## config.mk

```make
export PLATFORM = sky130hd
export DESIGN_NAME = sr_cmd_sequencer
export DESIGN_NICKNAME = d
export VERILOG_FILES = /design/src/rtl/sr_seq_pkg.sv /design/src/rtl/sr_debounce.sv /design/src/rtl/sr_cmd_sequencer.sv
export SDC_FILE = /design/constraint.sdc
export NUM_CORES = 1
export LEC_CHECK = 0
export BUFFER_PORTS_ARGS = -buffer_cell sky130_fd_sc_hd__buf_2
export CORE_MARGIN = 4
export CORE_UTILIZATION = 55
export CTS_CLUSTER_DIAMETER = 80
export DETAILED_ROUTE_END_ITERATION = 12
export PLACE_DENSITY_LB_ADDON = 0.12
export SLEW_MARGIN = 5
export SYNTH_ARGS = -nofsm -noshare
export SYNTH_HDL_FRONTEND = slang
export SYNTH_HIERARCHICAL = 1
export SYNTH_SLANG_ARGS = --single-unit
```

## constraint.sdc

```tcl
create_clock -name clk -period 3.8 [get_ports clk]
set_clock_uncertainty 0.15 [all_clocks]
set_input_delay 0.76 -clock clk [delete_from_list [all_inputs] [get_ports clk]]
set_output_delay 0.76 -clock clk [all_outputs]
set_load 0.05 [all_outputs]
```

## src/rtl/sr_seq_pkg.sv

```systemverilog
// Shared types and parameter defaults for the SR latch command sequencer.
package sr_seq_pkg;

    typedef enum logic [2:0] {
        IDLE  = 3'd0,
        SETUP = 3'd1,
        PULSE = 3'd2,
        HOLD  = 3'd3,
        CHECK = 3'd4
    } state_t;

    typedef enum logic {
        CMD_SET = 1'b0,
        CMD_CLR = 1'b1
    } cmd_t;

    localparam int unsigned DEB_CYCLES_DEF   = 4;
    localparam int unsigned PULSE_CYCLES_DEF = 2;

endpackage

```

## src/rtl/sr_debounce.sv

```systemverilog
// Request conditioning: 2-flop synchronizer, stable-count debouncer and a
// one-cycle pulse on each debounced rising edge.
module sr_debounce
    import sr_seq_pkg::*;
#(
    parameter int unsigned DEB_CYCLES = DEB_CYCLES_DEF
) (
    input  logic clk,
    input  logic rst_n,
    input  logic req,
    output logic rise
);

    localparam int unsigned CW = $clog2(DEB_CYCLES + 1);

    logic [1:0]    sync;
    logic          level;
    logic          level_d;
    logic [CW-1:0] cnt;

    // The level flips on the DEB_CYCLES-th consecutive disagreeing sample.
    always_ff @(posedge clk or negedge rst_n) begin
        if (!rst_n) begin
            sync    <= '0;
            level   <= 1'b0;
            level_d <= 1'b0;
            cnt     <= '0;
        end else begin
            sync    <= {sync[0], req};
            level_d <= level;
            if (sync[1] == level) begin
                cnt <= '0;
            end else if (cnt == CW'(DEB_CYCLES - 1)) begin
                level <= ~level;
                cnt   <= '0;
            end else begin
                cnt <= cnt + CW'(1);
            end
        end
    end

    assign rise = level & ~level_d;

endmodule

```

## src/rtl/sr_cmd_sequencer.sv

```systemverilog
// Drives a gated SR latch from debounced set/clear buttons with a
// setup/pulse/hold sequence, then verifies the latch output.
module sr_cmd_sequencer
    import sr_seq_pkg::*;
#(
    parameter int unsigned DEB_CYCLES   = DEB_CYCLES_DEF,
    parameter int unsigned PULSE_CYCLES = PULSE_CYCLES_DEF,
    parameter bit          SET_PRIORITY = 1'b1
) (
    input  logic clk,
    input  logic rst_n,
    input  logic set_req,
    input  logic clr_req,
    input  logic q,
    output logic s,
    output logic r,
    output logic c,
    output logic busy,
    output logic err
);

    localparam int unsigned PCW = $clog2(PULSE_CYCLES + 1);

    logic           set_rise;
    logic           clr_rise;
    state_t         state, state_next;
    cmd_t           cmd, cmd_next;
    logic [PCW-1:0] pcnt, pcnt_next;
    logic           drive_next;

    sr_debounce #(.DEB_CYCLES(DEB_CYCLES)) u_set_deb (
        .clk   (clk),
        .rst_n (rst_n),
        .req   (set_req),
        .rise  (set_rise)
    );

    sr_debounce #(.DEB_CYCLES(DEB_CYCLES)) u_clr_deb (
        .clk   (clk),
        .rst_n (rst_n),
        .req   (clr_req),
        .rise  (clr_rise)
    );

    always_comb begin
        state_next = state;
        cmd_next   = cmd;
        pcnt_next  = pcnt;
        case (state)
            IDLE: begin
                if (set_rise || clr_rise) begin
                    state_next = SETUP;
                    cmd_next   = (set_rise && (SET_PRIORITY || !clr_rise)) ? CMD_SET : CMD_CLR;
                end
            end
            SETUP: begin
                state_next = PULSE;
                pcnt_next  = PCW'(PULSE_CYCLES - 1);
            end
            PULSE: begin
                if (pcnt == '0) state_next = HOLD;
                else            pcnt_next  = pcnt - PCW'(1);
            end
            HOLD:    state_next = CHECK;
            CHECK:   state_next = IDLE;
            default: state_next = IDLE;
        endcase
    end

    assign drive_next = (state_next == SETUP) || (state_next == PULSE) || (state_next == HOLD);

    // Outputs are registered from the next state so they line up with it.
    always_ff @(posedge clk or negedge rst_n) begin
        if (!rst_n) begin
            state <= IDLE;
            cmd   <= CMD_SET;
            pcnt  <= '0;
            s     <= 1'b0;
            r     <= 1'b0;
            c     <= 1'b0;
            busy  <= 1'b0;
            err   <= 1'b0;
        end else begin
            state <= state_next;
            cmd   <= cmd_next;
            pcnt  <= pcnt_next;
            s     <= drive_next && (cmd_next == CMD_SET);
            r     <= drive_next && (cmd_next == CMD_CLR);
            c     <= (state_next == PULSE);
            busy  <= (state_next != IDLE);
            err   <= (state == HOLD) && (q != (cmd == CMD_SET));
        end
    end

    a_never_sr: assert property (@(posedge clk) disable iff (!rst_n) !(s && r));
    a_c_only_pulse: assert property (@(posedge clk) disable iff (!rst_n) c |-> (state == PULSE));
    a_sr_stable_on_c: assert property (@(posedge clk) disable iff (!rst_n)
        (c || $changed(c)) |-> ($stable(s) && $stable(r)));

endmodule
```

# Word level (Yosys, flattened, before mapping)
# Cells that the tools add are included.
classes:
  n_addsub: 3
  eq_ne: 12
  muxes: 12
  n_bitwise: 10
  reduce_logical: 13
op_table:
  columns: ["op", "n"]
  rows:
  - ["3-bit by 2-bit == test with 1-bit output, second input constant", 6]
  - ["3-bit two-way mux", 6]
  - ["3-bit case mux with 4 select lines", 1]
  - ["1-bit inverter", 8]
  - ["3-bit by 1-bit adder with 3-bit output, second input constant", 2]
  - ["3-bit by 1-bit == test with 1-bit output, second input constant", 2]
  - ["2-bit AND reduction", 3]
  - ["2-bit case mux with 2 select lines", 1]
  - ["1-bit logical AND", 3]
  - ["3-bit logical NOT", 1]
  - ["1-bit logical OR", 3]
  - ["1-bit two-way mux", 3]
  - ["3-bit nonzero test", 1]
  - ["1-bit AND", 2]
  - ["1-bit == test", 2]
  - ["2-bit logical NOT", 1]
  - ["2-bit two-way mux", 1]
  - ["2-bit inequality test, second input constant", 1]
  - ["2-bit nonzero test", 1]
  - ["2-bit by 1-bit subtractor with 2-bit output, second input constant", 1]
  - ["1-bit inequality test", 1]
word_totals:
  reg_bits: 25
  inputBits: 5
  output_inout_bits: 5
  wordCells: 66

# Longest topological paths before layout
# Gate-level depths: netlist of run 1.
logic_depth:
  word_depth: 9
  depth_mapped: 5
  ltp_nobuf: 5

# Modules after synthesis
# The synthesis of run 1 kept the hierarchy.
modules_own_cells:
  columns: ["module", "instances", "cells_per_inst", "area_each_um2", "seq_area_each_um2"]
  rows:
  - ["sr_cmd_sequencer", 1, 49, 519.2, 275.3]
  - ["sr_debounce (u_clr_deb)", 1, 15, 252.7, 175.2]
  - ["sr_debounce (u_set_deb)", 1, 15, 251.5, 175.2]

# Least setup slack after synthesis of run 1
# No wires, ideal clock.
synth_timing:
  path_kind: "register to output"
  start: "register busy"
  end: "output busy"
  arrival_time_ps: 586
  required_time_ps: 2890
  slack_ps: 2304
  stages_incl_launch_ff: 1
  path_buffers: 0
  path_cell_list: "dfrtp_1"
synth_rtl:
  columns: ["item", "line_no", "source"]
  rows:
  - ["start, declared", "sr_cmd_sequencer.sv:18", "output logic busy,"]
  - ["start signal, assigned", "sr_cmd_sequencer.sv:90", "busy <= (state_next != IDLE);"]
# No word-level cell between the ends.

# Worst setup path after layout of run 1
layout_timing:
  start: "register c"
  end: "output c"
layout_rtl:
  columns: ["item", "line_no", "source"]
  rows:
  - ["start, declared", "sr_cmd_sequencer.sv:17", "output logic c,"]
  - ["start signal, assigned", "sr_cmd_sequencer.sv:89", "c <= (state_next == PULSE);"]
# No word-level cell between the ends.

==> flow_metrics.env, run 1 <==
export IMPL_status="finished clean"
export IMPL_crit_type="flip-flop to primary output"
export IMPL_r2r_slack_ns=2.25
export IMPL_ys_top_cells_by_count="dfrtp_1, a21oi_1, nor3_1, nand2_1"
export IMPL_ctsHoldBuffers=0
export IMPL_drive_gt1_share_pct=24.7
export IMPL_cts_buffers=3
export IMPL_synth_area_sq_um=1020
export IMPL_drtPass1Iterations=3
export IMPL_min_period_ns=1.82
export IMPL_slowest_delay_ns=0.34
export IMPL_required_ns=2.89
export IMPL_grt_pass1_wl_mm=2.48
export IMPL_setup_viol=0
export IMPL_cp_num_buf_inv=1
export IMPL_synth_area_mux_share_pct=3.30
export IMPL_tightest_slew_ns=0.530
export IMPL_ys_types=30
export IMPL_grt_pass1_vias=614
export IMPL_nets=98
export IMPL_antenna_cells=0
export IMPL_grt_usage_pct=13.2
export IMPL_vias_per_cell=5.24
export IMPL_slew_violations=0
export IMPL_synth_fa_ha_area_share_pct=3.67
export IMPL_finalSetupTns_ns=0
export IMPL_vias=597
export IMPL_synth_seq_cells=25
export IMPL_dpl_cell_area_sq_um=1070
export IMPL_die_x_um=51.1
export IMPL_clk_pin_slew_ns=0.13
export IMPL_die_area_sq_um=2610
export IMPL_async_reset_ff_share_pct=100
export IMPL_clock_latency_ns=0.31
export IMPL_synth_avg_cell_area_sq_um=13.0
export IMPL_drcViolationCount=0
export IMPL_synthXorXnorAreaFrac_pct=2.57
export IMPL_post_dp_hpwl_um=946
export IMPL_synthSimpleGateAreaFrac_pct=17.2
export IMPL_startpoint_type="flip-flop"
export IMPL_gr_total_overflow=0
export IMPL_p_leak_nw=0.507
export IMPL_power_density_nw_per_um2=820
export IMPL_netlist_instances=79
export IMPL_critPathMaxFanout=1
export IMPL_htree_levels=1
export IMPL_io_buffers=9
export IMPL_synth_area_leader_cell="dfrtp_1"
export IMPL_synthTopCellsByArea="dfrtp_1, ha_1, a21oi_1"
export IMPL_core_sq_um=1750
export IMPL_drv_cap=0
export IMPL_synth_compound_area_share_pct=8.44
export IMPL_wl_mm=1.37
export IMPL_area_growth_pct=7.58
export IMPL_grt_antenna_before_repair=0
export IMPL_critPathLaunch="c"
export IMPL_p_total_mw=0.902
export IMPL_start_util_pct=58.6
export IMPL_endpoint="c"
export IMPL_cts_setup_buffers=0
export IMPL_gp_congestion=0.700
export IMPL_synth_fp_nets=87
export IMPL_yosysTopAreaCellShare_pct=61.1
export IMPL_cts_tree="yes"
export IMPL_r2r_start="u_clr_deb/level"
export IMPL_die_h_um=51.1
export IMPL_path_cells="buf_2"
export IMPL_rows=15
export IMPL_ys_warn_count=6
export IMPL_cts_buffer_depth=2
export IMPL_min_period_over_period_pct=47.9
export IMPL_rr_endpoint="r"
export IMPL_post_synth_top_count_cell="dfrtp_1"
export IMPL_synth_flop_cell="dfrtp_1"
export IMPL_cp_end_kind="primary output"
export IMPL_slew_headroom_pct=64.7
export IMPL_holdWs_ns=0.222
export IMPL_cts_root_buf="clkbuf_4"
export IMPL_ys_seq_area_share_pct=61.1
export IMPL_clock_fmax_mhz=550
export IMPL_critPathArrivalTime_ns=0.91
export IMPL_finalHoldViolCount=0
export IMPL_irDropWorstVdd_mv=0.424
export IMPL_rr_worst_depth=3
export IMPL_synth_edf_count=0
export IMPL_nFillCells=143
export IMPL_grt_max_degree=26
export IMPL_dp_slack_ns=2.24
export IMPL_hp_class="flip-flop to flip-flop"
export IMPL_ctsResizeCount=0
export IMPL_cp_num_cells=1
export IMPL_ioPinCount=10
export IMPL_rsz0062_at_grt="no"
export IMPL_synth_top_family_by_area="simple AND/OR/NAND/NOR gates"
export IMPL_cp_top_family="flip-flops"
export IMPL_slowest_stage="dfrtp_1"
export IMPL_clkSinkCount=25
export IMPL_drt_iter0_drc=5
export IMPL_final_antenna_net_count=0
export IMPL_postLayoutSetupSlackWorst_ns=1.98
export IMPL_wl_per_cell_um=12.0
export IMPL_final_area_sq_um=1100
layout make-up:
class	count	area, sq um	area share, %
tap	25	31.3	2.84
clock inverter	1	5.00	0.455
timing repair buffer	9	45.0	4.09
inverter	3	11.3	1.02
sequential	25	626	56.8
multi-input combinational	48	360	32.7
clock buffer	3	22.5	2.05
sequential cells by signal (all words and copies together) (netlist names):
signal             cells
u_clr_deb/level_d      1
u_clr_deb/sync         2
state                  3
c                      1
u_set_deb/sync         2
r                      1
cmd                    1
u_set_deb/level_d      1
err                    1
u_set_deb/level        1
u_set_deb/cnt          3
busy                   1
pcnt                   2
u_clr_deb/cnt          3
s                      1
u_clr_deb/level        1
how the worst min path moves through the flow:
stage	start	endpoint	cells past startpoint
6_report	u_set_deb/sync[0]	u_set_deb/sync[1]	0
5_1_grt	u_clr_deb/sync[0]	u_clr_deb/sync[1]	0
4_1_cts	u_set_deb/sync[0]	u_set_deb/sync[1]	0
3_5_place_dp	u_set_deb/sync[0]	u_set_deb/sync[1]	0
3_3_place_gp	u_clr_deb/sync[0]	u_clr_deb/sync[1]	0
2_1_floorplan	u_clr_deb/sync[0]	u_clr_deb/sync[1]	0
routing by layer:
layer,track usage [%],up-vias,wire length [um]
met5,0,-,0
met4,6.73,0,25
met3,5.25,4,70
met2,22.5,10,682
met1,13.8,286,587
li1,-,297,-
logic make-up (layout without fill, tap and decap cells):
logic type               after synthesis  count (layout)
adder cells (fa/ha/maj)                3               3
AO/OA/AOI/OAI                         13              13
XOR/XNOR                               3               3
AND/OR/NAND/NOR                       26              26
flip-flops                            25              25
multiplexers                           3               3
buffers and inverters                  6              16
metrics by stage:
step	util (%)	instances
after floorplan	-	79
after global placement	61.5	110
after detailed placement	61.5	110
after CTS	63.1	114
after global routing	63.1	114
final	63.1	114
cell usage in the layout, fill, tap and decap left out:
cell type  count
o21bai_1       1
and2b_1        1
xnor2_1        2
nand2b_1       2
a21oi_1        7
nor3b_2        2
inv_1          3
nor3_1         6
nor2_1         1
a221oi_2       1
mux2_2         2
o211ai_1       1
a22oi_1        1
xor2_1         1
or3b_2         1
dfrtp_1       25
clkinv_2       1
buf_2          9
mux2_1         1
nand2_1        4
nor4_1         1
a22o_1         1
clkbuf_4       3
or2_2          1
or4_1          1
nor2b_1        3
o21ai_1        1
ha_1           3
nor2b_4        2
nor3b_1        1
power by group:
part           switching [mW]  total (mW)  leakage [nW]  internal (mW)
clock                  0.0729       0.112        0.0177         0.0393
combinational           0.206       0.358         0.179          0.151
sequential             0.0773       0.432         0.311          0.355
No activity file was read; power rests on OpenSTA's default activity.
==> run 2, diff against run 1 <==
--- a/config.mk
+++ b/config.mk
@@ -7,7 +7,7 @@
 export LEC_CHECK = 0
 export BUFFER_PORTS_ARGS = -buffer_cell sky130_fd_sc_hd__buf_2
 export CORE_MARGIN = 4
-export CORE_UTILIZATION = 55
+export CORE_UTILIZATION = 50
 export CTS_CLUSTER_DIAMETER = 80
 export DETAILED_ROUTE_END_ITERATION = 12
 export PLACE_DENSITY_LB_ADDON = 0.12
==> constraint.sdc (replaced) <==
create_clock -name clk -period 1.6 [get_ports clk]
set_clock_uncertainty 0.15 [all_clocks]
set_input_delay 0.32 -clock clk [delete_from_list [all_inputs] [get_ports clk]]
set_output_delay 0.32 -clock clk [all_outputs]
set_load 0.05 [all_outputs]
==> flow_metrics.env, run 2 (same netlist as run 1, synthesis figures left out) <==
export IMPL_grt_antenna_before_repair=0
export IMPL_critPathArrivalTime_ns=1.67
export IMPL_critPathMaxFanout=3
export IMPL_rsz0062_at_grt="yes"
export IMPL_cts_buffer_depth=2
export IMPL_clkPwrFrac_pct=12.9
export IMPL_slew_headroom_pct=64.0
export IMPL_status="finished clean"
export IMPL_htree_levels=1
export IMPL_clock_fmax_mhz=648
export IMPL_slew_violations=0
export IMPL_cts_buffers=3
export IMPL_vias=631
export IMPL_pwr_share_seq_pct=42.4
export IMPL_grt_usage_pct=13.8
export IMPL_grt_max_degree=26
export IMPL_required_ns=1.73
export IMPL_core_sq_um=1960
export IMPL_cts_root_buf="clkbuf_4"
export IMPL_p_int_mw=1.37
export IMPL_p_leak_nw=0.542
export IMPL_rows=16
export IMPL_min_period_ns=1.54
export IMPL_p_sw_mw=0.904
export IMPL_setup_viol=0
export IMPL_io_buffers=9
export IMPL_drcViolationCount=0
export IMPL_nets=106
export IMPL_clkSinkCount=25
export IMPL_comb_power_share_pct=44.6
export IMPL_final_antenna_net_count=0
export IMPL_switching_share_pct=39.7
export IMPL_grt_pass1_wl_mm=2.78
export IMPL_gp_congestion=0.699
export IMPL_drive_gt1_share_pct=28.9
export IMPL_wl_per_cell_um=12.5
export IMPL_die_x_um=53.2
export IMPL_r2r_slack_ns=0.06
export IMPL_antenna_cells=0
export IMPL_nFillCells=172
export IMPL_hp_class="input port to flip-flop"
export IMPL_wl_mm=1.55
export IMPL_min_period_over_period_pct=96.4
export IMPL_drv_cap=0
export IMPL_grt_pass1_vias=635
export IMPL_dp_slack_ns=0.0781
export IMPL_ioPinCount=10
export IMPL_startpoint_type="flip-flop"
export IMPL_drtPass1Iterations=4
export IMPL_die_h_um=53.2
export IMPL_area_growth_pct=14.9
export IMPL_clk_pin_slew_ns=0.15
export IMPL_crit_type="flip-flop to flip-flop"
export IMPL_clock_latency_ns=0.32
export IMPL_reg_top3="state x3, u_clr_deb/cnt x3, u_set_deb/cnt x3"
export IMPL_vias_per_cell=5.09
export IMPL_power_density_nw_per_um2=1940
export IMPL_start_util_pct=52.2
export IMPL_cp_end_kind="flip-flop"
export IMPL_drt_iter0_drc=4
export IMPL_tightest_slew_ns=0.540
export IMPL_postLayoutSetupSlackWorst_ns=0.0575
export IMPL_finalSetupTns_ns=0
export IMPL_finalHoldViolCount=0
export IMPL_layout_common_cells="dfrtp_1, buf_2, a21oi_1"
export IMPL_gr_total_overflow=0
export IMPL_final_common_cell="dfrtp_1"
export IMPL_irDropWorstVdd_mv=1.02
export IMPL_die_area_sq_um=2840
export IMPL_post_dp_hpwl_mm=1.07
export IMPL_cts_tree="yes"
-- run 2: layer usage --
metal  track usage [%]  routed length (um)  vias to the layer above
met3              3.38                  56                        2
met4              6.38                  16                        0
met1              17.2                 721                      306
met5                 0                   0                        -
met2              22.2                 759                        9
li1                  -                   -                      314
-- run 2: path summary, 6_finish.rpt --
check,from,to,cells past startpoint
setup / recovery,pcnt[0],pcnt[1],5
hold reg to reg,u_set_deb/sync[0],u_set_deb/sync[1],0
min in group asynchronous,rst_n,pcnt[1],2
setup reg to reg,pcnt[0],pcnt[1],5
hold / removal,q,err,3
max in group asynchronous,rst_n,u_set_deb/cnt[2],2
-- run 2: power by group through the flow --
stage / logic, mW / clock network, mW / registers [mW]
after floorplan: 0.619 / 0 / 1.14
after global placement: 0.962 / 0 / 0.977
after detailed placement: 0.983 / 0 / 0.989
after CTS: 0.997 / 0.308 / 0.975
after global routing: 1.15 / 0.328 / 0.997
final: 1.02 / 0.294 / 0.967
-- run 2: area by class of cell --
class                   instances  area, sq um  share of cell area, %
flip-flops and latches         25          626                   53.2
multi-input cells              48          363                   30.9
repair buffers                 17          113                   9.57
well taps                      27         33.8                   2.87
clock buffers                   3         22.5                   1.91
inverters                       3         11.3                  0.957
clock inverters                 1         7.51                  0.638
-- run 2: critical path, cell delays in order (launching register included) --
cell,delay [ns]
dfrtp_1,0.38
inv_1,0.06
ha_1,0.21
or4_1,0.46
o21ai_1,0.09
a22o_1,0.15
-- run 2: repair_timing --
action,CTS,global route
hold endpoints to repair,27,0
gates resized for setup,0,1
hold buffers,3,0
setup endpoints to repair,0,2
setup buffers,0,1
-- run 2: through the flow --
step | area (sq um) | power, mW | utilization (%) | hold slack [ns] | instances
finish | 1180 | 2.28 | 59.9 | 0.146 | 124
global route | 1180 | 2.47 | 59.9 | 0.173 | 124
CTS | 1170 | 2.28 | 59.4 | 0.135 | 123
detailed placement | 1110 | 1.97 | 56.4 | 0.189 | 116
global placement | 1110 | 1.94 | 56.4 | 0.181 | 116
floorplan | 1020 | 1.75 | - | -0.126 | 79
